File: src/rtl/pong_game_ctrl.sv
// -----------------------------------------------------------------------------
// pong_game_ctrl
//   Game-flow controller for the two-player VGA pong design. Sits beside the
//   pixel generator. It sequences serve, play, point pause and game over, keeps
//   both scores, and drives the pixel generator's ball reset/enable and serve
//   direction. All timing is counted in video frames.
//
// Ports
//   i_clk100MHz   system clock, 100 MHz
//   i_reset       synchronous reset, active-low
//   i_start       debounced start button (level); rising edge detected here
//   i_frameTick   one-cycle pulse per video frame
//   i_missL       one-cycle pulse: ball passed left paddle (point to right)
//   i_missR       one-cycle pulse: ball passed right paddle (point to left)
//   o_ballReset   1 = hold ball at screen centre
//   o_ballEnable  1 = ball moves, 0 = ball frozen
//   o_serveDir    0 = next serve travels left, 1 = travels right
//   o_scoreL      left player score
//   o_scoreR      right player score
//   o_gameOver    1 while in OVER
//   o_winner      0 = left won, 1 = right won (valid while o_gameOver=1)
//   o_stateDbg    encoded current state
// -----------------------------------------------------------------------------
module pong_game_ctrl #(
   parameter int WIN_SCORE    = 7,
   parameter int SERVE_FRAMES = 120,
   parameter int POINT_FRAMES = 60,
   parameter int SCORE_W      = 4
) (
   input  logic               i_clk100MHz,
   input  logic               i_reset,
   input  logic               i_start,
   input  logic               i_frameTick,
   input  logic               i_missL,
   input  logic               i_missR,
   output logic               o_ballReset,
   output logic               o_ballEnable,
   output logic               o_serveDir,
   output logic [SCORE_W-1:0] o_scoreL,
   output logic [SCORE_W-1:0] o_scoreR,
   output logic               o_gameOver,
   output logic               o_winner,
   output logic [2:0]         o_stateDbg
);

   localparam int MAX_FRAMES = (SERVE_FRAMES > POINT_FRAMES) ? SERVE_FRAMES : POINT_FRAMES;
   localparam int CNT_W      = (MAX_FRAMES > 1) ? $clog2(MAX_FRAMES) : 1;

   localparam logic [SCORE_W-1:0] WIN        = SCORE_W'(WIN_SCORE);
   localparam logic [CNT_W-1:0]   SERVE_LAST = CNT_W'(SERVE_FRAMES - 1);
   localparam logic [CNT_W-1:0]   POINT_LAST = CNT_W'(POINT_FRAMES - 1);

   typedef enum logic [2:0] {
      S_IDLE  = 3'd0,
      S_SERVE = 3'd1,
      S_PLAY  = 3'd2,
      S_POINT = 3'd3,
      S_OVER  = 3'd4
   } state_t;

   state_t             r_state;
   logic [CNT_W-1:0]   r_cnt;
   logic               r_startPrev;

   state_t             w_nstate;
   logic [CNT_W-1:0]   w_ncnt;
   logic [SCORE_W-1:0] w_nscoreL;
   logic [SCORE_W-1:0] w_nscoreR;
   logic               w_ndir;
   logic               w_startEdge;

   assign w_startEdge = i_start & ~r_startPrev;

   // Next-state / next-data logic. Outputs are registered from these next
   // values so they line up with the state register.
   always_comb begin
      w_nstate  = r_state;
      w_ncnt    = r_cnt;
      w_nscoreL = o_scoreL;
      w_nscoreR = o_scoreR;
      w_ndir    = o_serveDir;
      case (r_state)
         S_IDLE, S_OVER: begin
            if (w_startEdge) begin
               w_nscoreL = '0;
               w_nscoreR = '0;
               w_ndir    = 1'b1;
               w_nstate  = S_SERVE;
            end
         end
         S_SERVE: begin
            if (i_frameTick) begin
               if (r_cnt == SERVE_LAST) w_nstate = S_PLAY;
               else                     w_ncnt   = r_cnt + CNT_W'(1);
            end
         end
         S_PLAY: begin
            // missL has priority when both misses land in the same cycle
            if (i_missL) begin
               if (o_scoreR != WIN) w_nscoreR = o_scoreR + SCORE_W'(1);
               w_ndir   = 1'b0;
               w_nstate = S_POINT;
            end else if (i_missR) begin
               if (o_scoreL != WIN) w_nscoreL = o_scoreL + SCORE_W'(1);
               w_ndir   = 1'b1;
               w_nstate = S_POINT;
            end
         end
         S_POINT: begin
            if (i_frameTick) begin
               if (r_cnt == POINT_LAST) begin
                  if ((o_scoreL == WIN) || (o_scoreR == WIN)) w_nstate = S_OVER;
                  else                                         w_nstate = S_SERVE;
               end else begin
                  w_ncnt = r_cnt + CNT_W'(1);
               end
            end
         end
         default: w_nstate = S_IDLE;
      endcase
      // Counter restarts on every state change, so the tick that causes an
      // entry never counts toward the new state's wait.
      if (w_nstate != r_state) w_ncnt = '0;
   end

   always_ff @(posedge i_clk100MHz) begin
      if (!i_reset) begin
         r_state      <= S_IDLE;
         r_cnt        <= '0;
         r_startPrev  <= 1'b1;  // a start held through reset must be re-pressed
         o_scoreL     <= '0;
         o_scoreR     <= '0;
         o_serveDir   <= 1'b1;
         o_ballReset  <= 1'b1;
         o_ballEnable <= 1'b0;
         o_gameOver   <= 1'b0;
         o_winner     <= 1'b0;
         o_stateDbg   <= 3'd0;
      end else begin
         r_state      <= w_nstate;
         r_cnt        <= w_ncnt;
         r_startPrev  <= i_start;
         o_scoreL     <= w_nscoreL;
         o_scoreR     <= w_nscoreR;
         o_serveDir   <= w_ndir;
         o_ballReset  <= (w_nstate == S_IDLE) || (w_nstate == S_SERVE) || (w_nstate == S_OVER);
         o_ballEnable <= (w_nstate == S_PLAY);
         o_gameOver   <= (w_nstate == S_OVER);
         o_winner     <= (w_nstate == S_OVER) && (w_nscoreR == WIN);
         o_stateDbg   <= w_nstate;
      end
   end

endmodule

File: config.mk
export PLATFORM = sky130hd
export DESIGN_NAME = pong_game_ctrl
export DESIGN_NICKNAME = d
export VERILOG_FILES = /design/src/rtl/pong_game_ctrl.sv
export SDC_FILE = /design/constraint.sdc
export NUM_CORES = 1
export LEC_CHECK = 0
export ABC_AREA = 1
export CORE_ASPECT_RATIO = 1.1
export CORE_MARGIN = 2
export CORE_UTILIZATION = 47
export DETAILED_ROUTE_END_ITERATION = 10
export PLACE_DENSITY = 0.74
export SYNTH_ARGS = -nofsm -noshare
export SYNTH_HDL_FRONTEND = slang
export SYNTH_SLANG_ARGS = --single-unit
File: constraint.sdc
create_clock -name i_clk100MHz -period 1.5 [get_ports i_clk100MHz]
set_input_delay 0.15 -clock i_clk100MHz [delete_from_list [all_inputs] [get_ports i_clk100MHz]]
set_output_delay 0.15 -clock i_clk100MHz [all_outputs]
set_load 0.005 [all_outputs]
; After elaboration in Yosys (flattened, before gate mapping)
; Cells that the tools add are included.
[totals]
regBits = 24
in_bits = 6
output_inout_bits = 16
elab_cells = 80
[op_classes]
n_addsub = 3
eq_ne = 24
muxes = 27
n_bitwise = 3
reduce_logical = 13
[op_table]
columns = operator, count
row1 = 2-to-1 mux 4 bit, 7
row2 = 2-to-1 mux 7 bit, 4
row3 = 2-to-1 mux 3 bit, 8
row4 = != test 2 bit (second input constant), 8
row5 = one-hot mux 4 bit (2 select lines), 2
row6 = one-hot mux 7 bit (2 select lines), 1
row7 = == test 4 x 3 -> 1 bit (second input constant), 3
row8 = one-hot mux 3 bit (4 select lines), 1
row9 = AND reduction 5 bit, 2
row10 = == test 3 x 2 -> 1 bit (second input constant), 3
row11 = adder 4 x 1 -> 4 bit (second input constant), 2
row12 = != test 4 x 3 -> 1 bit (second input constant), 2
row13 = adder 7 x 1 -> 7 bit (second input constant), 1
row14 = == test 7 x 6 -> 1 bit (second input constant), 1
row15 = == test 7 bit (second input constant), 1
row16 = == test 3 x 1 -> 1 bit (second input constant), 2
row17 = == test 3 bit (second input constant), 2
row18 = zero test 3 bit, 2
row19 = nonzero test 2 bit, 2
row20 = OR reduction 2 bit, 2
row21 = logical OR 1 bit, 3
row22 = 2-to-1 mux 1 bit, 3
row23 = != test 3 bit, 1
row24 = != test 3 bit (second input constant), 1
row25 = other kinds (5), 6

; Longest topological paths before layout
; Gate-level depths: netlist (run 1).
[logic_depth]
word_depth = 9
mapped_depth = 10
depth_no_buf = 10

; Worst setup path before layout (run 1)
; OpenSTA, ideal clock, no wires.
[synth_path]
kind = register to register
start = register r_cnt[0]
end = register r_cnt[0]
setup_ns = 0.115
t_arrival_ns = 1.363
t_required_ns = 1.385
slack_ns = 0.022
stages_incl_launch_ff = 9
path_buffers = 0
period_less_slack_ns = 1.478
path_cell_list = dfxtp_1 -> ha_1 -> nand3_1 -> nor2_2 -> nand2_1 -> a21oi_2 -> nand3_1 -> nand3_2 -> nor2_1
[synth_between]
elab_chain_len = 6
elab_cells_between_ends = 18
classes_between = 1 x add/sub / 5 x eq/ne / 10 x mux / 2 x reduce/logical
[synth_rtl]
columns = element, line
row1 = start: declaration, 62  ; logic [CNT_W-1:0] r_cnt;
row2 = start signal: assignment, 141  ; r_cnt <= w_ncnt;
row3 = == test 7 x 6 -> 1 bit / == test 7 bit (equally long branches), "111, 93"
row4 = "2-to-1 mux 3 bit, on equally long branches", "111, 93"
row5 = "2-to-1 mux 3 bit, on equally long branches", "110, 92"
row6 = one-hot mux 3 bit (4 select lines), 82  ; case (r_state)
row7 = != test 3 bit, 123  ; if (w_nstate != r_state) w_ncnt = '0;
row8 = OR reduction 2 bit (no source line), --
; Several ways; a longest one is shown, not always the timed one. The select of a mux whose other input is x is not followed.
; A chain may end at the register's enable or synchronous reset.

==> results of run 1 <==
## per-stage QoR
stage,hold slack [ps],worst slack (ps),std cells
global placement,488.8,-43.82,272
detailed placement,479.5,-71.92,272
finish,489.0,52.97,277
global route,477.2,-76.70,277
CTS,475.7,4.085,277
floorplan,234.2,22.09,205
## layout by cell type (no fill, tap or decap), types with 4 or more instances in the layout
master	instances
sky130_fd_sc_hd__a21oi_1	7
sky130_fd_sc_hd__o21ai_0	7
sky130_fd_sc_hd__nand4_1	4
sky130_fd_sc_hd__nor2_1	22
sky130_fd_sc_hd__nand3_1	27
sky130_fd_sc_hd__dfxtp_1	16
sky130_fd_sc_hd__buf_4	14
sky130_fd_sc_hd__inv_1	31
sky130_fd_sc_hd__nand2_1	49
sky130_fd_sc_hd__dfxtp_2	7
sky130_fd_sc_hd__clkdlybuf4s50_1	21
## cells by family (layout without fill, tap and decap cells)
group           after synthesis  count (layout)  share of synthesized area, %
compound gates               22              22                         10.13
xor+xnor                      4               4                         2.555
fa+ha+maj                     3               3                         2.738
buf+inv                      36              75                         10.13
flops                        24              24                         35.04
simple gates                116             116                         39.42
## final cells by class
type,count,share of cell area (%)
clock buffer,4,1.977
inverter,35,7.157
timing repair buffer,36,17.79
multi-input combinational,145,43.97
tap,33,2.249
sequential,24,26.86
## timing repair
action / CTS / global route
pin swaps: 0 / 4
cloned: 0 / 0
resized for setup: 4 / 19
setup endpoints to repair: 8 / 14
setup buffers: 1 / 0
## metal layers
| layer | GRT usage [%] | vias up | share of wire (%) |
|---|---|---|---|
| met5 | 0 | - | 0 |
| met4 | 8.362 | 0 | 0.99 |
| met3 | 2.772 | 4 | 3.3 |
| met2 | 30.27 | 21 | 46 |
| met1 | 26.18 | 628 | 50 |
| li1 | - | 741 | - |
## flip-flops by register name, indices dropped and copies added, names as in the netlist
signal        cells
o_scoreL          4
o_scoreR          4
r_startPrev       1
o_ballReset       1
r_state           3
o_winner          1
o_serveDir        1
o_ballEnable      1
r_cnt             7
o_gameOver        1
## power breakdown
group,switching [mW],internal [mW],total [mW]
Clock,0.188,0.148,0.336
Combinational,0.0596,0.0467,0.106
Sequential,0.00484,0.641,0.646
Total,0.252,0.836,1.09
## Yosys cell counts (all sizes together) (2+ instances only)
cell type   n  area share, %
a21oi       9            3.8
a31oi       2           0.91
dfxtp      24             35
ha          3            2.7
inv        34            9.3
nand2      52             15
nand3      32             13
nand4       5            2.7
nor2       25            7.8
o21ai       9            3.6
xor2        3            1.9
## critical path, stage by stage (launching register included)
cell and delay (ps):
sky130_fd_sc_hd__dfxtp_4 370, sky130_fd_sc_hd__buf_6 120, sky130_fd_sc_hd__clkdlybuf4s50_1 490
## worst max-delay path by stage
stage,from,to,slack (ps),cells after the start
after floorplan,r_cnt[0],r_cnt[0],20,8
after global placement,i_missL,r_cnt[0],-40,8
after detailed placement,i_missL,r_cnt[5],-70,8
after CTS,r_cnt[1],r_cnt[5],4,8
after global routing,r_state[0],r_cnt[5],-80,8
final,r_state[1],o_stateDbg[1],50,2
==> results.md, run 1 <==
Finish
* **area taken by flip-flops and latches** 493.0 µm²
* **fraction of layout cells with a size suffix above 1** 20.08%
* **number of antenna cells inserted** 0
* **core utilization of the finished layout** 66.08%
* **fillers** 249
* **multi-input gate area in the final layout** 807.0 µm²
* **Final Instance Area** 1836 µm²
* **area grow syn2layout** 33.85%
* **NumNets Final** 254

Synth
* **net count of the mapped netlist** 214
* **number of distinct library cells after synthesis** 27
* **synth warn** 0
* **Post-Syn Instances** 205
* **asr flop ratio synth** 0%
* **number of synthesized register bits** 24
* **share of synthesized area occupied by flip-flops and latches** 35.04%
* **summed instance area of the synthesized netlist** 1371 µm²
* **count of flip-flops with a built-in enable after synthesis** 0
* **mean instance size in the synthesized netlist** 6.689 µm²
* **dominant register cell in the synthesized netlist** sky130_fd_sc_hd__dfxtp_1

Route
* **via count** 1394
* **remaining antenna violation count** 0
* **via density per instance** 5.032
* **routed wirelength normalized by instance count** 11.32 µm
* **length of the first detailed-routing pass in iterations** 4
* **Routed WL** 3.136 mm
* **number of DRC markers in iteration 0** 30
* **# DRC** 0

STA
* **minimum period implied by the final worst setup slack** 1447 ps
* **Max Clock Skew** 3.874 ps
* **final cycle utilization of the critical path** 96.47%
* **peak clock frequency supported by timing** 0.6911 GHz
* **max-slew violation count** 0
* **number of hold violations in the final report** 0
* **setup TNS** 0 ps
* **final count of negative-setup-slack endpoints** 0
* **setup repair after global routing missed its margin** true
* **transition time of the tightest slew-check pin** 285.1 ps
* **Slew HR** 80.94%

Worst setup path
* **worst reg2reg endpoint** r_cnt[0]
* **Register-to-Register Path Depth** 8
* **critical path fanouts, max** 5
* **sort of element at the start of the critical path** flop
* **FF-to-FF Start** r_state[0]
* **setup slack of the most critical reg-to-reg path** 60 ps
* **path type of the worst setup path** reg2out
* **critical path endpoint category** primary output
* **data required time of the critical path** 1350 ps
* **signal arrival time at the worst endpoint** 1300 ps

Placed design
* **post-detailed-placement cell area** 1720 µm²
* **sum of net half-perimeters after detailed placement** 2.357 mm
* **input/output buffers** 21
* **gp weighted congestion** 0.8164

Power and ir drop
* **Design Power** 1.088 mW
* **power per standard cell area** 592.8 nW/µm²
* **worst-case vdd ir drop** 0.0003987 V
* **leakage power of the design** 0.8176 nW

Clock tree
* **number of sinks driven by the clock tree** 24
* **worst skew pair latency** 310 ps
* **cts bufs inserted** 3
* **clock transition at the register clock pins on the worst setup and hold paths after CTS** 130 ps
* **number of buffers inserted by hold repair at cts** 0
* **CTS root buf** sky130_fd_sc_hd__clkbuf_4
* **H-tree levels** 1
* **maximum clock insertion buffer count** 2
* **TritonCTS clock tree** yes

Global routing
* **vias in the first global route** 1193
* **antenna violations before repair** 0
* **Total Routing Usage GR** 19.05%
* **maximum number of pins on one net before global-route repair** 14
* **global route total overflow** 0
* **wire length of the first global-routing pass** 5.071 mm

Job
* **max-cap violations** 0

Hold path
* **sink of the worst hold path** r_startPrev
* **instance count along the most critical hold path** 2
* **beginning of the worst hold path** i_start
* **Hold Crit Class** in2reg

Floorplanning
* **width of the chip** 55.50 µm
* **core region area** 2778 µm²
* **die boundary height** 60.65 µm
* **placement row count** 20
* **boundary pin count** 22
* **initial core utilization** 49.37%
* **die area** 3366 µm²

Run status
* **status** completed

Note: power is estimated with default switching activity, not from simulation.
==> inputs of run 2 (changes only) <==
- CORE_MARGIN: 2 -> not set
- CORE_UTILIZATION: 47 -> 35
- PLACE_DENSITY: 0.74 -> not set
==> results.md, run 2 (synthesis gave the netlist of run 1 again) <==
Job
* **max-cap violations** 0

Clock tree
* **clock transition at the register clock pins on the worst setup and hold paths after CTS** 90 ps
* **H-tree levels** 1
* **number of sinks driven by the clock tree** 24
* **worst skew pair latency** 270 ps
* **number of buffers inserted by hold repair at cts** 0
* **cts bufs inserted** 3
* **setup bufs post-CTS** 0
* **maximum clock insertion buffer count** 2
* **TritonCTS clock tree** yes
* **CTS root buf** sky130_fd_sc_hd__clkbuf_8

Worst setup path
* **sort of element at the start of the critical path** flop
* **path type of the worst setup path** reg2reg
* **FF-to-FF Start** r_cnt[1]
* **critical path fanouts, max** 7
* **delay-heaviest family, CP** simple AND/OR/NAND/NOR gates
* **Register-to-Register Path Depth** 8
* **cell-by-cell trace of the critical path** ha_4, nand3_2, nor2_4, nand3_2, nand2_1, nand3_2, nand3_4, nor2_1
* **delay of the slowest cell on the worst path** 360 ps
* **critical path endpoint category** flop
* **setup slack of the most critical reg-to-reg path** 50 ps
* **worst reg2reg endpoint** r_cnt[4]
* **data required time of the critical path** 1670 ps
* **worst path buffer plus inverter count** 0
* **cell occurring most often along the worst timing path** sky130_fd_sc_hd__nand3_2
* **signal arrival time at the worst endpoint** 1620 ps
* **Max stage delay cell, worst path** sky130_fd_sc_hd__dfxtp_2

Finish
* **area grow syn2layout** 41.79%
* **number of flip-flops in the largest register** 7
* **register with the most flip-flops** r_cnt
* **fillers** 391
* **fraction of layout cells with a size suffix above 1** 22.80%
* **multi-input gate area in the final layout** 829.5 µm²
* **biggest regs** r_cnt x7, o_scoreL x4, o_scoreR x4
* **NumNets Final** 260
* **area taken by flip-flops and latches** 490.5 µm²
* **highest-count cells in the layout ignoring fill and taps** sky130_fd_sc_hd__nand2_1, sky130_fd_sc_hd__inv_1, sky130_fd_sc_hd__nand3_1, sky130_fd_sc_hd__nor2_1, sky130_fd_sc_hd__clkdlybuf4s50_1
* **number of antenna cells inserted** 0
* **most common cell after layout, fill and taps aside** sky130_fd_sc_hd__nand2_1

Floorplanning
* **die area** 4173 µm²
* **initial core utilization** 37.23%
* **core region area** 3684 µm²
* **placement row count** 23
* **width of the chip** 61.68 µm
* **die boundary height** 67.65 µm
* **boundary pin count** 22

STA
* **max-slew violation count** 0
* **peak clock frequency supported by timing** 0.6891 GHz
* **Max Clock Skew** 10.36 ps
* **setup repair after global routing missed its margin** true
* **Slew HR** 79.94%
* **setup TNS** 0 ps
* **final count of negative-setup-slack endpoints** 0
* **number of hold violations in the final report** 0
* **final cycle utilization of the critical path** 96.74%
* **minimum period implied by the final worst setup slack** 1451 ps
* **transition time of the tightest slew-check pin** 300.1 ps

Route
* **length of the first detailed-routing pass in iterations** 4
* **via count** 1416
* **# DRC** 0
* **Routed WL** 3.334 mm
* **remaining antenna violation count** 0
* **via density per instance** 4.720
* **number of DRC markers in iteration 0** 78
* **routed wirelength normalized by instance count** 11.11 µm

Run status
* **status** completed

Placed design
* **sum of net half-perimeters after detailed placement** 2.479 mm
* **gp weighted congestion** 0.8159
* **input/output buffers** 21

Power and ir drop
* **power per standard cell area** 620.4 nW/µm²
* **Design Power** 1.206 mW
* **worst-case vdd ir drop** 0.0003279 V
* **leakage power of the design** 0.8558 nW

Global routing
* **vias in the first global route** 1238
* **antenna violations before repair** 0
* **global route total overflow** 0
* **maximum number of pins on one net before global-route repair** 14
* **Total Routing Usage GR** 17.10%
* **wire length of the first global-routing pass** 5.264 mm

Hold path
* **beginning of the worst hold path** o_serveDir
* **Hold Crit Class** reg2reg
* **sink of the worst hold path** o_serveDir
* **instance count along the most critical hold path** 2

## run 2: cell types whose count changed in the layout (fill, tap and decap cells not counted), moves of 2 or more
cell	previous run	this run
sky130_fd_sc_hd__dfxtp_1	16	18
sky130_fd_sc_hd__dfxtp_2	7	5
sky130_fd_sc_hd__nand2_2	2	4
sky130_fd_sc_hd__nand2_1	49	47
sky130_fd_sc_hd__nand3_1	27	25
sky130_fd_sc_hd__o21ai_1	1	3
sky130_fd_sc_hd__o21ai_0	7	5
sky130_fd_sc_hd__buf_4	14	19
sky130_fd_sc_hd__clkbuf_8	1	4
sky130_fd_sc_hd__clkbuf_4	3	0
## run 2: per-layer routing
| metal | vias to the layer above | share of wire, % | GRT usage, % | wire length [µm] |
|---|---|---|---|---|
| li1 | 746 | - | - | - |
| met1 | 640 | 47 | 21.25 | 1559 |
| met2 | 21 | 49 | 28.90 | 1628 |
| met3 | 9 | 2.0 | 2.490 | 67 |
| met4 | 0 | 2.3 | 7.222 | 78 |
| met5 | - | 0 | 0 | 0 |
## run 2: metrics by stage
step	worst slack, ps	util, %	hold slack (ps)	std cells	instance area, µm²
detailed placement	-58.46	48.71	499.8	296	1794
floorplan	22.09	-	234.2	205	1371
finish	48.87	52.79	517.6	300	1944
CTS	1.078	50.61	519.7	300	1864
global placement	-51.81	48.71	501.8	296	1794
global route	-40.90	52.79	554.9	300	1944
## run 2: report_power, final
| part | switching, mW | internal, mW |
|---|---|---|
| Sequential | 0.00495 | 0.640 |
| Combinational | 0.0620 | 0.0513 |
| Clock | 0.213 | 0.235 |
## run 2: cell type report
| class | instances | share of cell area [%] |
|---|---|---|
| Clock buffer | 4 | 2.831 |
| Inverter | 35 | 6.757 |
| Multi-Input combinational cell | 145 | 42.66 |
| Sequential cell | 24 | 25.23 |
| Tap cell | 50 | 3.218 |
| Timing Repair Buffer | 42 | 19.31 |
## run 2: worst register-to-register path, stage by stage (launching register included)
cell,delay (ps)
sky130_fd_sc_hd__dfxtp_2,360
sky130_fd_sc_hd__ha_4,180
sky130_fd_sc_hd__nand3_2,100
sky130_fd_sc_hd__nor2_4,200
sky130_fd_sc_hd__nand3_2,110
sky130_fd_sc_hd__nand2_1,110
sky130_fd_sc_hd__nand3_2,100
sky130_fd_sc_hd__nand3_4,130
sky130_fd_sc_hd__nor2_1,60
## run 2: worst max-delay path by stage
stage               cells past startpoint       end  slack, ps      from
detailed placement                     10  r_cnt[4]        -60  r_cnt[0]
floorplan                               8  r_cnt[0]         20  r_cnt[0]
global placement                        8  r_cnt[4]        -50   i_missL
finish                                  8  r_cnt[4]         50  r_cnt[1]
CTS                                    10  r_cnt[4]          1  r_cnt[0]
global route                           10  r_cnt[4]        -40  r_cnt[1]
## run 2: what timing repair did
action	CTS	global route
pin swaps	1	8
endpoints found under the hold margin	0	0
endpoints found under the setup margin	8	10
gates resized for setup	4	25
==> inputs of run 3 (changes only) <==
- CELL_PAD_IN_SITES_DETAIL_PLACEMENT: not set -> 1
- CELL_PAD_IN_SITES_GLOBAL_PLACEMENT: not set -> 1
- CORE_UTILIZATION: 35 -> 33
- PLACE_DENSITY_LB_ADDON: not set -> 0.1
- RECOVER_POWER: not set -> 50
==> results.md, run 3 (synthesis gave the netlist of run 1 again) <==
Route
* **# DRC** 0
* **length of the first detailed-routing pass in iterations** 3
* **routed wirelength normalized by instance count** 14.78 µm
* **via count** 1496
* **Routed WL** 4.449 mm
* **number of DRC markers in iteration 0** 23
* **remaining antenna violation count** 0
* **via density per instance** 4.970

Finish
* **number of flip-flops in the largest register** 7
* **fraction of layout cells with a size suffix above 1** 28.92%
* **NumNets Final** 259
* **Final Instance Area** 2003 µm²
* **register with the most flip-flops** r_cnt
* **highest-count cells in the layout ignoring fill and taps** sky130_fd_sc_hd__nand2_1, sky130_fd_sc_hd__inv_1, sky130_fd_sc_hd__nand3_1, sky130_fd_sc_hd__clkdlybuf4s50_1, sky130_fd_sc_hd__buf_4
* **number of antenna cells inserted** 0
* **most common cell after layout, fill and taps aside** sky130_fd_sc_hd__nand2_1
* **final cell count without fillers** 301
* **biggest regs** r_cnt x7, o_scoreL x4, o_scoreR x4
* **area grow syn2layout** 46.08%
* **core utilization of the finished layout** 50.54%

Power and ir drop
* **leakage power of the design** 0.8567 nW
* **worst-case vdd ir drop** 0.0003646 V
* **power per standard cell area** 608.2 nW/µm²
* **Design Power** 1.218 mW

STA
* **max-slew violation count** 0
* **setup TNS** 0 ps
* **setup repair after global routing missed its margin** true
* **peak clock frequency supported by timing** 0.6816 GHz
* **minimum period implied by the final worst setup slack** 1467 ps
* **number of hold violations in the final report** 0
* **Max Clock Skew** 2.417 ps
* **Slew HR** 77.64%
* **final cycle utilization of the critical path** 97.80%
* **final count of negative-setup-slack endpoints** 0
* **transition time of the tightest slew-check pin** 335.4 ps

Worst setup path
* **data required time of the critical path** 1670 ps
* **sort of element at the start of the critical path** flop
* **delay of the slowest cell on the worst path** 370 ps
* **number of logic stages on the critical path including buffering** 9
* **delay-heaviest family, CP** simple AND/OR/NAND/NOR gates
* **signal arrival time at the worst endpoint** 1640 ps
* **critical path fanouts, max** 8
* **Max stage delay cell, worst path** sky130_fd_sc_hd__dfxtp_4
* **cell-by-cell trace of the critical path** ha_4, nand3_4, nor2_4, a21boi_4, nand2_4, nand2_1, nand2_1, inv_1, nor2_1
* **cell occurring most often along the worst timing path** sky130_fd_sc_hd__nand2_1
* **Register-to-Register Path Depth** 9
* **worst path buffer plus inverter count** 1
* **path type of the worst setup path** reg2reg
* **critical path endpoint category** flop

Job
* **max-cap violations** 0

Global routing
* **antenna violations before repair** 0
* **wire length of the first global-routing pass** 7.107 mm
* **Total Routing Usage GR** 20.85%
* **vias in the first global route** 1610
* **maximum number of pins on one net before global-route repair** 14
* **global route total overflow** 0

Clock tree
* **cts bufs inserted** 3
* **CTS root buf** sky130_fd_sc_hd__clkbuf_8
* **maximum clock insertion buffer count** 2
* **number of sinks driven by the clock tree** 24
* **TritonCTS clock tree** yes
* **worst skew pair latency** 270 ps
* **H-tree levels** 1
* **clock transition at the register clock pins on the worst setup and hold paths after CTS** 90 ps

Floorplanning
* **boundary pin count** 22
* **die area** 4418 µm²
* **width of the chip** 63.47 µm
* **die boundary height** 69.61 µm
* **core region area** 3964 µm²
* **initial core utilization** 34.60%
* **placement row count** 24

Hold path
* **Hold Crit Class** reg2reg
* **instance count along the most critical hold path** 2

Run status
* **status** completed

Placed design
* **post-detailed-placement cell area** 1789 µm²
* **input/output buffers** 21
* **sum of net half-perimeters after detailed placement** 3.305 mm
* **gp weighted congestion** 0.8561
* **number of placed instances, taps included** 297

-- run 3: metal layers --
metal  share of wire [%]  vias to the layer above  global-route usage, %
met1                  38                      721                  20.18
met2                  57                       20                  40.78
met4                 2.9                        0                  10.86
met5                   0                        -                      0
li1                    -                      744                      -
met3                 2.3                       11                  3.454
-- run 3: final cells by class --
| class | instances | area [µm²] |
|---|---|---|
| tap | 52 | 65.06 |
| timing repair buffer | 41 | 360.3 |
| inverter | 35 | 131.4 |
| multi-input combinational | 145 | 895.9 |
| clock buffer | 4 | 55.05 |
| sequential | 24 | 495.5 |
| fill | 529 | 1961 |
-- run 3: timing repair --
item                                    4_1_cts  5_1_grt
hold buffers                                  0        0
pin swaps                                     4       17
setup buffers                                 0        0
endpoints found under the setup margin        8       11
gates resized for setup                      13       36
-- run 3: where the power goes --
part,switching [mW],internal [mW]
Combinational,0.0682,0.0513
Clock,0.218,0.235
Sequential,0.00610,0.639
Total,0.292,0.926
-- run 3: worst min-delay path: stages, from the launching register on --
cell and delay (ps):
sky130_fd_sc_hd__dfxtp_1 340, sky130_fd_sc_hd__nand2_1 70, sky130_fd_sc_hd__nand3_1 70
-- run 3: path summary, 6_finish.rpt --
path                                 start    endpoint  slack, ps
worst min-delay path            o_serveDir  o_serveDir        520
worst max-delay path              r_cnt[1]    r_cnt[6]         30
worst max register to register    r_cnt[1]    r_cnt[6]         30
worst min register to register  o_serveDir  o_serveDir        520
-- run 3: per-stage QoR --
step	hold slack, ps	setup slack, ps
global placement	492.8	-3.291
global route	547.6	-57.83
finish	521.7	32.96
CTS	519.3	5.664
detailed placement	482.3	-94.59
floorplan	234.2	22.09
